[src/rtl/mem_sweep_ctrl.sv]
// rtl/mem_sweep_ctrl.sv - whole-array FILL / READ-sweep sequencer for a no-write-enable block RAM
//
// Drives the raddr/waddr/din side of a block-RAM wrapper that writes
// ram[waddr] <= din on every clock and returns dout one cycle after raddr.
// Two operations are provided:
//   FILL       : word k <= fill_seed + k for k = 0..DEPTH_MEM-1
//   READ sweep : read every word, fold it into a running checksum and
//                write it straight back so the array is left unchanged
// Any write this block does not care about goes to PARK_ADDR, so that one
// word is sacrificial and its contents are not preserved.
//
// Ports:
//   clk        in   rising-edge clock
//   reset      in   synchronous, active-low
//   start      in   operation request, only looked at while idle
//   mode       in   0 = READ sweep, 1 = FILL (sampled with start)
//   fill_seed  in   first FILL data word (sampled with start)
//   raddr      out  memory read address (registered)
//   waddr      out  memory write address (registered)
//   din        out  memory write data
//   dout       in   memory read data, one cycle after raddr
//   busy       out  high from the accepted start until done
//   done       out  one-cycle completion pulse
//   checksum   out  rotate-left-1 / XOR fold of the words handled
//   word_count out  number of words folded into checksum

module mem_sweep_ctrl #(
  parameter int WID_MEM   = 18,
  parameter int ADDR_W    = 12,
  parameter int DEPTH_MEM = 4096,
  parameter int PARK_ADDR = DEPTH_MEM - 1
) (
  input  logic               clk,
  input  logic               reset,
  input  logic               start,
  input  logic               mode,
  input  logic [WID_MEM-1:0] fill_seed,
  output logic [ADDR_W-1:0]  raddr,
  output logic [ADDR_W-1:0]  waddr,
  output logic [WID_MEM-1:0] din,
  input  logic [WID_MEM-1:0] dout,
  output logic               busy,
  output logic               done,
  output logic [WID_MEM-1:0] checksum,
  output logic [ADDR_W:0]    word_count
);

  localparam logic [ADDR_W-1:0] PARK = ADDR_W'(PARK_ADDR);
  localparam logic [ADDR_W-1:0] LAST = ADDR_W'(DEPTH_MEM - 1);

  typedef enum logic [1:0] {
    S_IDLE     = 2'd0,
    S_RD_SWEEP = 2'd1,
    S_RD_DRAIN = 2'd2,
    S_FILL     = 2'd3
  } state_t;

  state_t state;
  state_t state_nxt;

  // rd_wr_vld tags the read-back word currently on dout: it marks that waddr
  // holds the address that dout was read from, so din can forward dout.
  logic               rd_wr_vld;
  // Registered FILL data; zero whenever no FILL is in progress so din idles at 0.
  logic [WID_MEM-1:0] fill_din;

  logic accept;
  logic sweep_last;
  logic fill_last;
  logic drain_done;
  logic finish;
  logic acc_en;

  // ---------------------------------------------------------------------------
  // State register
  // ---------------------------------------------------------------------------
  always_ff @(posedge clk) begin
    if (!reset) begin
      state <= S_IDLE;
    end else begin
      state <= state_nxt;
    end
  end

  // ---------------------------------------------------------------------------
  // Next-state logic
  // ---------------------------------------------------------------------------
  always_comb begin
    state_nxt = state;
    unique case (state)
      S_IDLE: begin
        if (start) begin
          state_nxt = mode ? S_FILL : S_RD_SWEEP;
        end
      end
      S_RD_SWEEP: begin
        if (sweep_last) begin
          state_nxt = S_RD_DRAIN;
        end
      end
      S_RD_DRAIN: begin
        if (drain_done) begin
          state_nxt = S_IDLE;
        end
      end
      S_FILL: begin
        if (fill_last) begin
          state_nxt = S_IDLE;
        end
      end
      default: state_nxt = S_IDLE;
    endcase
  end

  // ---------------------------------------------------------------------------
  // Output / control decode
  // ---------------------------------------------------------------------------
  always_comb begin
    accept     = (state == S_IDLE) && start;
    // Termination is an explicit compare against the last address so the
    // counters never rely on wrapping, even when DEPTH_MEM == 2**ADDR_W.
    sweep_last = (state == S_RD_SWEEP) && (raddr == LAST);
    fill_last  = (state == S_FILL) && (waddr == LAST);
    // The drain state only waits for the final read-back word to land.
    drain_done = (state == S_RD_DRAIN) && rd_wr_vld;
    finish     = drain_done || fill_last;
    // A word is folded into the checksum on the same edge it is written.
    acc_en     = rd_wr_vld || (state == S_FILL);
    // Read-back forwards dout unregistered so it lands on the edge after the read.
    din        = rd_wr_vld ? dout : fill_din;
  end

  // ---------------------------------------------------------------------------
  // Address, data and status datapath
  // ---------------------------------------------------------------------------
  always_ff @(posedge clk) begin
    if (!reset) begin
      raddr      <= PARK;
      waddr      <= PARK;
      fill_din   <= '0;
      rd_wr_vld  <= 1'b0;
      busy       <= 1'b0;
      done       <= 1'b0;
      checksum   <= '0;
      word_count <= '0;
    end else begin
      done      <= finish;
      // Every address issued during the sweep comes back one edge later.
      rd_wr_vld <= (state == S_RD_SWEEP);

      unique case (state)
        S_IDLE: begin
          raddr    <= (accept && !mode) ? '0 : PARK;
          waddr    <= (accept && mode) ? '0 : PARK;
          fill_din <= (accept && mode) ? fill_seed : '0;
        end
        S_RD_SWEEP: begin
          raddr    <= sweep_last ? PARK : raddr + 1'b1;
          waddr    <= raddr;
          fill_din <= '0;
        end
        S_RD_DRAIN: begin
          raddr    <= PARK;
          waddr    <= PARK;
          fill_din <= '0;
        end
        S_FILL: begin
          raddr    <= PARK;
          waddr    <= fill_last ? PARK : waddr + 1'b1;
          // Ramp wraps naturally modulo 2**WID_MEM.
          fill_din <= fill_last ? '0 : fill_din + 1'b1;
        end
        default: begin
          raddr    <= PARK;
          waddr    <= PARK;
          fill_din <= '0;
        end
      endcase

      if (accept) begin
        busy <= 1'b1;
      end else if (finish) begin
        busy <= 1'b0;
      end

      if (accept) begin
        checksum   <= '0;
        word_count <= '0;
      end else if (acc_en) begin
        checksum   <= {checksum[WID_MEM-2:0], checksum[WID_MEM-1]} ^ din;
        word_count <= word_count + 1'b1;
      end
    end
  end

endmodule

[config.mk]
export PLATFORM = sky130hd
export DESIGN_NAME = mem_sweep_ctrl
export DESIGN_NICKNAME = d
export VERILOG_FILES = /design/src/rtl/mem_sweep_ctrl.sv
export SDC_FILE = /design/constraint.sdc
export NUM_CORES = 1
export LEC_CHECK = 0
export ABC_AREA = 1
export BUFFER_PORTS_ARGS = -buffer_cell sky130_fd_sc_hd__buf_4
export CAP_MARGIN = 25
export CORE_UTILIZATION = 42
export CTS_BUF_LIST = sky130_fd_sc_hd__clkbuf_4 sky130_fd_sc_hd__clkbuf_8 sky130_fd_sc_hd__clkbuf_16
export DETAILED_ROUTE_END_ITERATION = 6
export GPL_ROUTABILITY_DRIVEN = 0
export HOLD_SLACK_MARGIN = 0.15
export PLACE_DENSITY = 0.62
export SLEW_MARGIN = 20
export SYNTH_ARGS = -nofsm -noshare
export SYNTH_HDL_FRONTEND = slang
export SYNTH_SLANG_ARGS = --single-unit
[constraint.sdc]
create_clock -name clk -period 2.4 [get_ports clk]
set_input_delay 0.24 -clock clk [delete_from_list [all_inputs] [get_ports clk]]
set_output_delay 0.24 -clock clk [all_outputs]
set_load 0.02 [all_outputs]
-- After elaboration in Yosys (flattened, before gate mapping)
Cells that the tools add are included.
- register bits: 78
- input bits: 40
- output and inout bits: 75
- $add $sub $neg: 4
- equality and inequality tests: 9
- mux-type cells: 18
- bitwise logic cells: 2
- reductions and logical operators: 15
- operators by type and width (kind ; number):
    18-bit 2-to-1 mux ; 3
    18-bit case mux with 3 select lines ; 1
    12-bit 2-to-1 mux ; 4
    12-bit case mux with 4 select lines ; 1
    12-bit case mux with 3 select lines ; 1
    12-bit by 1-bit adder with 12-bit output, second input constant ; 2
    12-bit == test, second input constant ; 2
    18-bit by 1-bit adder with 18-bit output, second input constant ; 1
    18-bit XOR ; 1
    13-bit by 1-bit adder with 13-bit output, second input constant ; 1
    2-bit 2-to-1 mux ; 5
    2-bit inequality test, second input constant ; 4
    2-bit case mux with 4 select lines ; 1
    1-bit logical AND ; 6
    2-bit OR reduction ; 3
    2-bit == test, second input constant ; 2
    4-bit AND reduction ; 1
    2-bit by 1-bit == test with 1-bit output, second input constant ; 1
    2-bit logical NOT ; 1
    1-bit logical OR ; 2
    1-bit 2-to-1 mux ; 2
    2-bit nonzero test ; 1
    1-bit logical NOT ; 1
    1-bit NOT ; 1

-- Longest topological paths before layout
Gate-level depths: netlist of run 1.
- depth after elaboration: 5
- depth in mapped cells: 10
- mapped depth without buffers: 10

-- Worst setup path before layout of run 1
No wires, ideal clock.
- path kind: register to register
- start point: reg waddr[0]
- end point: reg fill_din[8]
- setup time: 0.128 ns
- data arrival time: 1.558 ns
- data required time: 2.272 ns
- path slack: 0.715 ns
- cell stages (with the launch flop): 10
- path buffers: 1
- period minus slack after synthesis: 1.685 ns
- cells stage by stage: dfxtp_1 ha_1 nand2_1 nor2_2 nand3_1 nand2_1 inv_2 buf_6 a22oi_1 nor2_1
- cells in the longest elaborated chain, start to end: 4
- ends and longest elaborated chain (what ; RTL line ; source):
    start, declared ; 39 ; output logic [ADDR_W-1:0] waddr,
    start signal, assigned ; 154 ; waddr <= (accept && mode) ? '0 : PARK;
    start signal, assigned ; 159 ; waddr <= raddr;
    start signal, assigned ; 169 ; waddr <= fill_last ? PARK : waddr + 1'b1;
    12-bit == test ; 123 ; fill_last = (state == S_FILL) && (waddr == LAST);
    1-bit logical AND ; 123 ;
    18-bit 2-to-1 mux ; 171 ; fill_din <= fill_last ? '0 : fill_din + 1'b1;
    18-bit case mux with 3 select lines ; 151 ; unique case (state)
    end signal, assigned ; 155 ; fill_din <= (accept && mode) ? fill_seed : '0;
    end signal, assigned ; 171 ;
    end, declared ; 65 ; logic [WID_MEM-1:0] fill_din;
No other way between the ends.
A chain may end at the register's enable or synchronous reset.

-- Worst setup path after layout of run 1
- start point: reg waddr[0]
- end point: reg fill_din[6]
The elaborated chain is that of the path after synthesis.

==> reports/results.tsv, run 1 <==
stage	metric	value	unit
outcome	status	complete, no violations	
routing	drtIter0Drc	202	
finish	fin_nets	800	
place	hpwl	9330	um
sta	timing.final.crit_period	2.03	ns
min_path	min_from	fill_seed[13]	
synthesis	yosysTopAreaCell	dfxtp_1	
global_route	track_usage	24.4	%
synthesis	synth_ff_type	dfxtp_1	
floorplan	die_y	102	um
clocking	clock-sinks	78	
clocking	cts_max_level	3	
sta	worst_pin_slew	0.610	ns
finish	layout-drive-gt1-share	21.0	%
worst_setup_path	cp-end-kind	flip-flop	
routing	wl	12500	um
clocking	worstSkewPairLatency	0.35	ns
floorplan	pin_count	115	
synthesis	seq_area_frac_synth	37.0	%
finish	syn2layout_area_growth	30.4	%
clocking	cts_tree	done	
sta	fin_skew	0.00848	ns
floorplan	die_area	10400	um2
min_path	holdCritPathClass	input pin to flip-flop	
power_and_ir_drop	ir_worst_vdd	0.529	mV
routing	drc_errors	0	
clocking	cts_setup_buffers	0	
worst_setup_path	r2r_slack	0.37	ns
synthesis	async_flop_share	0	%
worst_setup_path	crit_path_start_kind	flip-flop	
clocking	cts-buffers-inserted	9	
routing	drt_pass1_iterations	4	
routing	wire_per_inst	14.0	um
sta	setup_viol	0	
synthesis	yosys_warnings	0	
synthesis	ys_top_cells_by_count	nand2_1 (159), dfxtp_1 (78), inv_1 (78)	
sta	tns	0	ns
global_route	antenna_found_initial	0	
floorplan	dieWidth	102	um
finish	diodes	0	
global_route	grt_pass1_wl	19700	um
run	drv_cap	0	
worst_setup_path	cpPeakStageDelay	0.38	ns
synthesis	avgSynthCellArea	6.69	um2
floorplan	start_util	43.3	%
routing	vias	4460	
synthesis	yosysMostFrequentCell	nand2_1	
synthesis	synth.cell_area	4220	um2
floorplan	coreArea	9730	um2
sta	fmax	493	MHz
place	port_buffers	114	
worst_setup_path	reg2reg_from	waddr[0]$_SDFF_PN1_	
synthesis	synthCells	630	
power_and_ir_drop	p_leak	2.64	nW
worst_setup_path	reg2reg_depth	8	
min_path	min_to	fill_din[13]$_SDFF_PN0_	
worst_setup_path	timing.rr.end	fill_din[6]$_SDFF_PN0_	
min_path	hold_depth	3	
synthesis	syn-num-nets	674	
routing	final_antenna_net_count	0	
routing	vias_per_cell	4.99	
global_route	grt_max_degree	32	
sta	drv_slew	0	
clocking	clk_path_buf_depth	2	
worst_setup_path	path_max_fanout	17	
clocking	root_buffer	clkbuf_8	
worst_setup_path	worstPathCellList	ha_1 > nand2_1 > nor2_2 > nand3_1 > nand2_1 > inv_2 > a22oi_1 > nor2_1	
synthesis	synth_cell_types	35	
worst_setup_path	slowest_stage	dfxtp_1	
synthesis	synth-edff-count	0	
worst_setup_path	cpMostUsedCell	nand2_1	
worst_setup_path	path_class	flip-flop to flip-flop	
power_and_ir_drop	power_density	782	nW/um2
sta	rsz0062_at_grt	false	
synthesis	yosysTopAreaCellShare	37.0	%
floorplan	row_count	36	
synthesis	ys_ff_latch	78	
sta	period_share	84.5	%
clocking	path_clk_slew	0.08	ns
worst_setup_path	cp.arrival	2.26	ns
sta	hold_viol	0	
power_and_ir_drop	p_total	4.30	mW
worst_setup_path	required	2.64	ns
global_route	grt_overflow	0	
synthesis	synth.area.top_cells	dfxtp_1 (37%), nand2_1 (14%), o21ai_0 (7.0%)	
sta	slew_headroom	58.9	%
global_route	grt_pass1_vias	4078	
report_power, final:
group / internal (mW) / total [mW] / switching [mW]
sequential: 1.46 / 1.66 / 0.201
clock: 0.473 / 0.975 / 0.502
combinational: 0.624 / 1.67 / 1.04
how the worst max path moves through the flow:
stage / from / to
after CTS: waddr[0]$_SDFF_PN1_ / fill_din[8]$_SDFF_PN0_
after global placement: waddr[0]$_SDFF_PN1_ / fill_din[6]$_SDFF_PN0_
after floorplan: waddr[0]$_SDFF_PN1_ / fill_din[8]$_SDFF_PN0_
after global routing: waddr[0]$_SDFF_PN1_ / fill_din[6]$_SDFF_PN0_
after detailed placement: waddr[0]$_SDFF_PN1_ / fill_din[8]$_SDFF_PN0_
final: waddr[0]$_SDFF_PN1_ / fill_din[6]$_SDFF_PN0_
final cells by class:
| class | count | area, um2 |
|---|---|---|
| inverters | 83 | 313 |
| well taps | 133 | 166 |
| repair buffers | 133 | 1030 |
| clock buffers | 9 | 124 |
| clock inverters | 7 | 65.1 |
| flip-flops and latches | 78 | 1560 |
| multi-input cells | 451 | 2230 |
| fillers | 1001 | 4230 |
through the flow:
| stage | area [um2] | util [%] | setup slack (ns) | hold WS [ns] | std cells |
|---|---|---|---|---|---|
| floorplan | 4220 | - | 0.715 | 0.379 | 630 |
| detailed placement | 5170 | 53.1 | 0.400 | 0.467 | 864 |
| global route | 5500 | 56.5 | 0.137 | 0.152 | 894 |
| finish | 5500 | 56.5 | 0.371 | 0.162 | 894 |
| CTS | 5490 | 56.4 | 0.386 | 0.151 | 893 |
| global placement | 5170 | 53.1 | 0.520 | 0.460 | 864 |
flip-flops by register name (all words and copies together), names as in the netlist:
name,flops
waddr,12
word_count,13
busy,1
done,1
fill_din,18
rd_wr_vld,1
checksum,18
raddr,12
state,2
cell usage in the layout (no fill, tap or decap), types with 14 or more instances in the layout:
| master | count |
|---|---|
| buf_4 | 119 |
| nand3_1 | 41 |
| nand2_1 | 159 |
| nor2_1 | 62 |
| o21ai_0 | 59 |
| dfxtp_1 | 78 |
| a21oi_1 | 44 |
| inv_1 | 78 |
| dlygate4sd3_1 | 14 |
| xor2_1 | 19 |
cell families after synthesis:
group	synth area share, %
adder cells (fa/ha/maj)	1.19
XOR/XNOR	4.78
AO/OA/AOI/OAI	15.5
flip-flops	37.0
AND/OR/NAND/NOR	31.5
buffers and inverters	10.0
what timing repair did:
| item | 4_1_cts | 5_1_grt |
|---|---|---|
| gates resized for setup | 0 | 0 |
| setup endpoints to repair | 0 | 0 |
| hold buffers | 13 | 1 |
| hold endpoints to repair | 13 | 1 |
worst max-delay path, delay by kind of cell (launching register included):
family / cells / cell delay (ns)
flip-flops: 1 / 0.38
buffers and inverters: 1 / 0.26
adder cells (fa/ha/maj): 1 / 0.20
AND/OR/NAND/NOR: 5 / 0.85
AO/OA/AOI/OAI: 1 / 0.22
layer usage:
layer / GRT usage, % / vias to the layer above / wire, um
li1: - / 2276 / -
met1: 30.8 / 2030 / 5590
met2: 41.4 / 134 / 5870
met3: 4.99 / 20 / 814
met4: 8.02 / 0 / 262
met5: 0 / - / 0
Power figures use the tool's default switching activity.
==> run 2, diff against run 1 <==
==> constraint.sdc (replaced) <==
create_clock -name clk -period 2.1 [get_ports clk]
set_input_delay 0.21 -clock clk [delete_from_list [all_inputs] [get_ports clk]]
set_output_delay 0.21 -clock clk [all_outputs]
set_load 0.02 [all_outputs]
==> reports/results.tsv, run 2 (synthesized netlist as in run 1, its figures left out) <==
stage	metric	value	unit
sta	finalWorstSetupSlack	0.181	ns
worst_setup_path	critPathBufInv	1	
run	drv_cap	0	
routing	vias_per_cell	4.97	
worst_setup_path	worstPathCellList	ha_1 > nand2_1 > nor2_2 > nand3_1 > nand2_1 > buf_4 > nand3_1 > nor3_1 > nor2_1	
clocking	cts-buffers-inserted	9	
clocking	clk_path_buf_depth	2	
routing	drtIter0Drc	195	
place	port_buffers	114	
sta	fmax	521	MHz
global_route	track_usage	24.5	%
worst_setup_path	path_class	flip-flop to flip-flop	
place	hpwl	9400	um
routing	final_antenna_net_count	0	
clocking	cts_setup_buffers	0	
min_path	holdCritPathClass	input pin to flip-flop	
sta	period_share	91.4	%
floorplan	pin_count	115	
sta	hold_viol	0	
global_route	grt_overflow	0	
sta	tns	0	ns
finish	stdcell_area	5600	um2
sta	slew_headroom	60.7	%
worst_setup_path	slowest_stage	dfxtp_1	
place	place_ws	0.224	ns
worst_setup_path	cp.depth	9	
finish	fin_util	57.5	%
worst_setup_path	cpPeakStageDelay	0.39	ns
power_and_ir_drop	power_density	927	nW/um2
worst_setup_path	cp.arrival	2.16	ns
clocking	cts_max_level	3	
routing	vias	4462	
finish	layout-drive-gt1-share	21.0	%
floorplan	coreArea	9730	um2
floorplan	die_y	102	um
floorplan	dieWidth	102	um
sta	drv_slew	0	
routing	drt_pass1_iterations	5	
worst_setup_path	path_max_fanout	8	
clocking	clock-sinks	78	
finish	diodes	0	
sta	worst_pin_slew	0.583	ns
global_route	grt_pass1_wl	19800	um
sta	setup_viol	0	
finish	final_cell_mix	nand2_1 (159), buf_4 (120), inv_1 (78), dfxtp_1 (78), nor2_1 (62)	
sta	rsz0062_at_grt	false	
clocking	worstSkewPairLatency	0.35	ns
power_and_ir_drop	p_leak	2.69	nW
worst_setup_path	cp-end-kind	flip-flop	
finish	layout.cells.non_filler	898	
floorplan	die_area	10400	um2
routing	wl	12600	um
global_route	antenna_found_initial	0	
clocking	cts.repair.resized	0	
sta	timing.final.crit_period	1.92	ns
finish	nFillCells	976	
worst_setup_path	crit_path_start_kind	flip-flop	
min_path	hold_depth	3	
outcome	status	complete, no violations	
global_route	grt_max_degree	30	
finish	reg.largest.list	checksum x18, fill_din x18, word_count x13	
place	dp_cells	866	
finish	syn2layout_area_growth	32.8	%
routing	drc_errors	0	
worst_setup_path	reg2reg_depth	9	
finish	fin_nets	805	
global_route	grt_pass1_vias	4052	
clocking	cts_tree	done	
power_and_ir_drop	ir_worst_vdd	0.609	mV
place	placed_area	5190	um2
sta	fin_skew	0.0148	ns
floorplan	start_util	43.3	%
worst_setup_path	cpLargestDelayFamily	simple AND/OR/NAND/NOR gates	
clocking	root_buffer	clkbuf_8	
worst_setup_path	required	2.34	ns
routing	wire_per_inst	14.0	um
clocking	path_clk_slew	0.08	ns
floorplan	row_count	36	
finish	final_common_cell	nand2_1	
run 2: cell types whose count changed in the layout (fill, tap and decap cells not counted), sizes merged:
| cell | before | now |
|---|---|---|
| buf | 119 | 121 |
| bufinv | 1 | 3 |
| clkinv | 5 | 3 |
| clkinvlp | 2 | 1 |
| dlygate4sd3 | 14 | 17 |
run 2: repair_timing:
item | 4_1_cts | 5_1_grt
hold buffers | 17 | 0
endpoints found under the setup margin | 0 | 0
hold endpoints to repair | 17 | 0
run 2: worst paths after layout:
| kind | slack, ns | end | start |
|---|---|---|---|
| worst max-delay path | 0.18 | state[1]$_SDFFE_PN0P_ | waddr[0]$_SDFF_PN1_ |
| worst min-delay path | 0.17 | fill_din[11]$_SDFF_PN0_ | fill_seed[11] |
| worst max register to register | 0.18 | state[1]$_SDFFE_PN0P_ | waddr[0]$_SDFF_PN1_ |
| worst min register to register | 0.48 | word_count[10]$_SDFFE_PP0P_ | word_count[10]$_SDFFE_PP0P_ |
run 2: metal layers:
layer	track usage (%)	wire length, um	vias up
met2	40.7	5930	158
met4	9.34	176	0
li1	-	-	2291
met3	4.17	815	13
met5	0	0	-
met1	31.7	5670	2000
run 2: per-stage QoR:
step | hold WS (ns) | power, mW
floorplan | 0.349 | 3.15
global placement | 0.443 | 3.81
detailed placement | 0.458 | 3.81
CTS | 0.160 | 5.20
global route | 0.160 | 5.52
finish | 0.166 | 5.19
run 2: cell type report:
type                       instances  area, um2  area share, %
clock inverter                     6        111           1.99
multi-input combinational        451       2230           39.9
sequential                        78       1560           27.9
tap                              133        166           2.97
clock buffer                       9        124           2.21
timing repair buffer             138       1090           19.5
inverter                          83        313           5.59
run 2: worst register-to-register path, delay by kind of cell (launching register included):
| kind | cells | cell delay (ns) |
|---|---|---|
| AND/OR/NAND/NOR | 7 | 1.01 |
| adder cells (fa/ha/maj) | 1 | 0.21 |
| flip-flops | 1 | 0.39 |
| buffers and inverters | 1 | 0.20 |
run 2: power breakdown:
group	internal (mW)	leakage [nW]	switching (mW)
combinational	0.728	1.93	1.20
sequential	1.66	0.637	0.234
clock	0.784	0.115	0.578
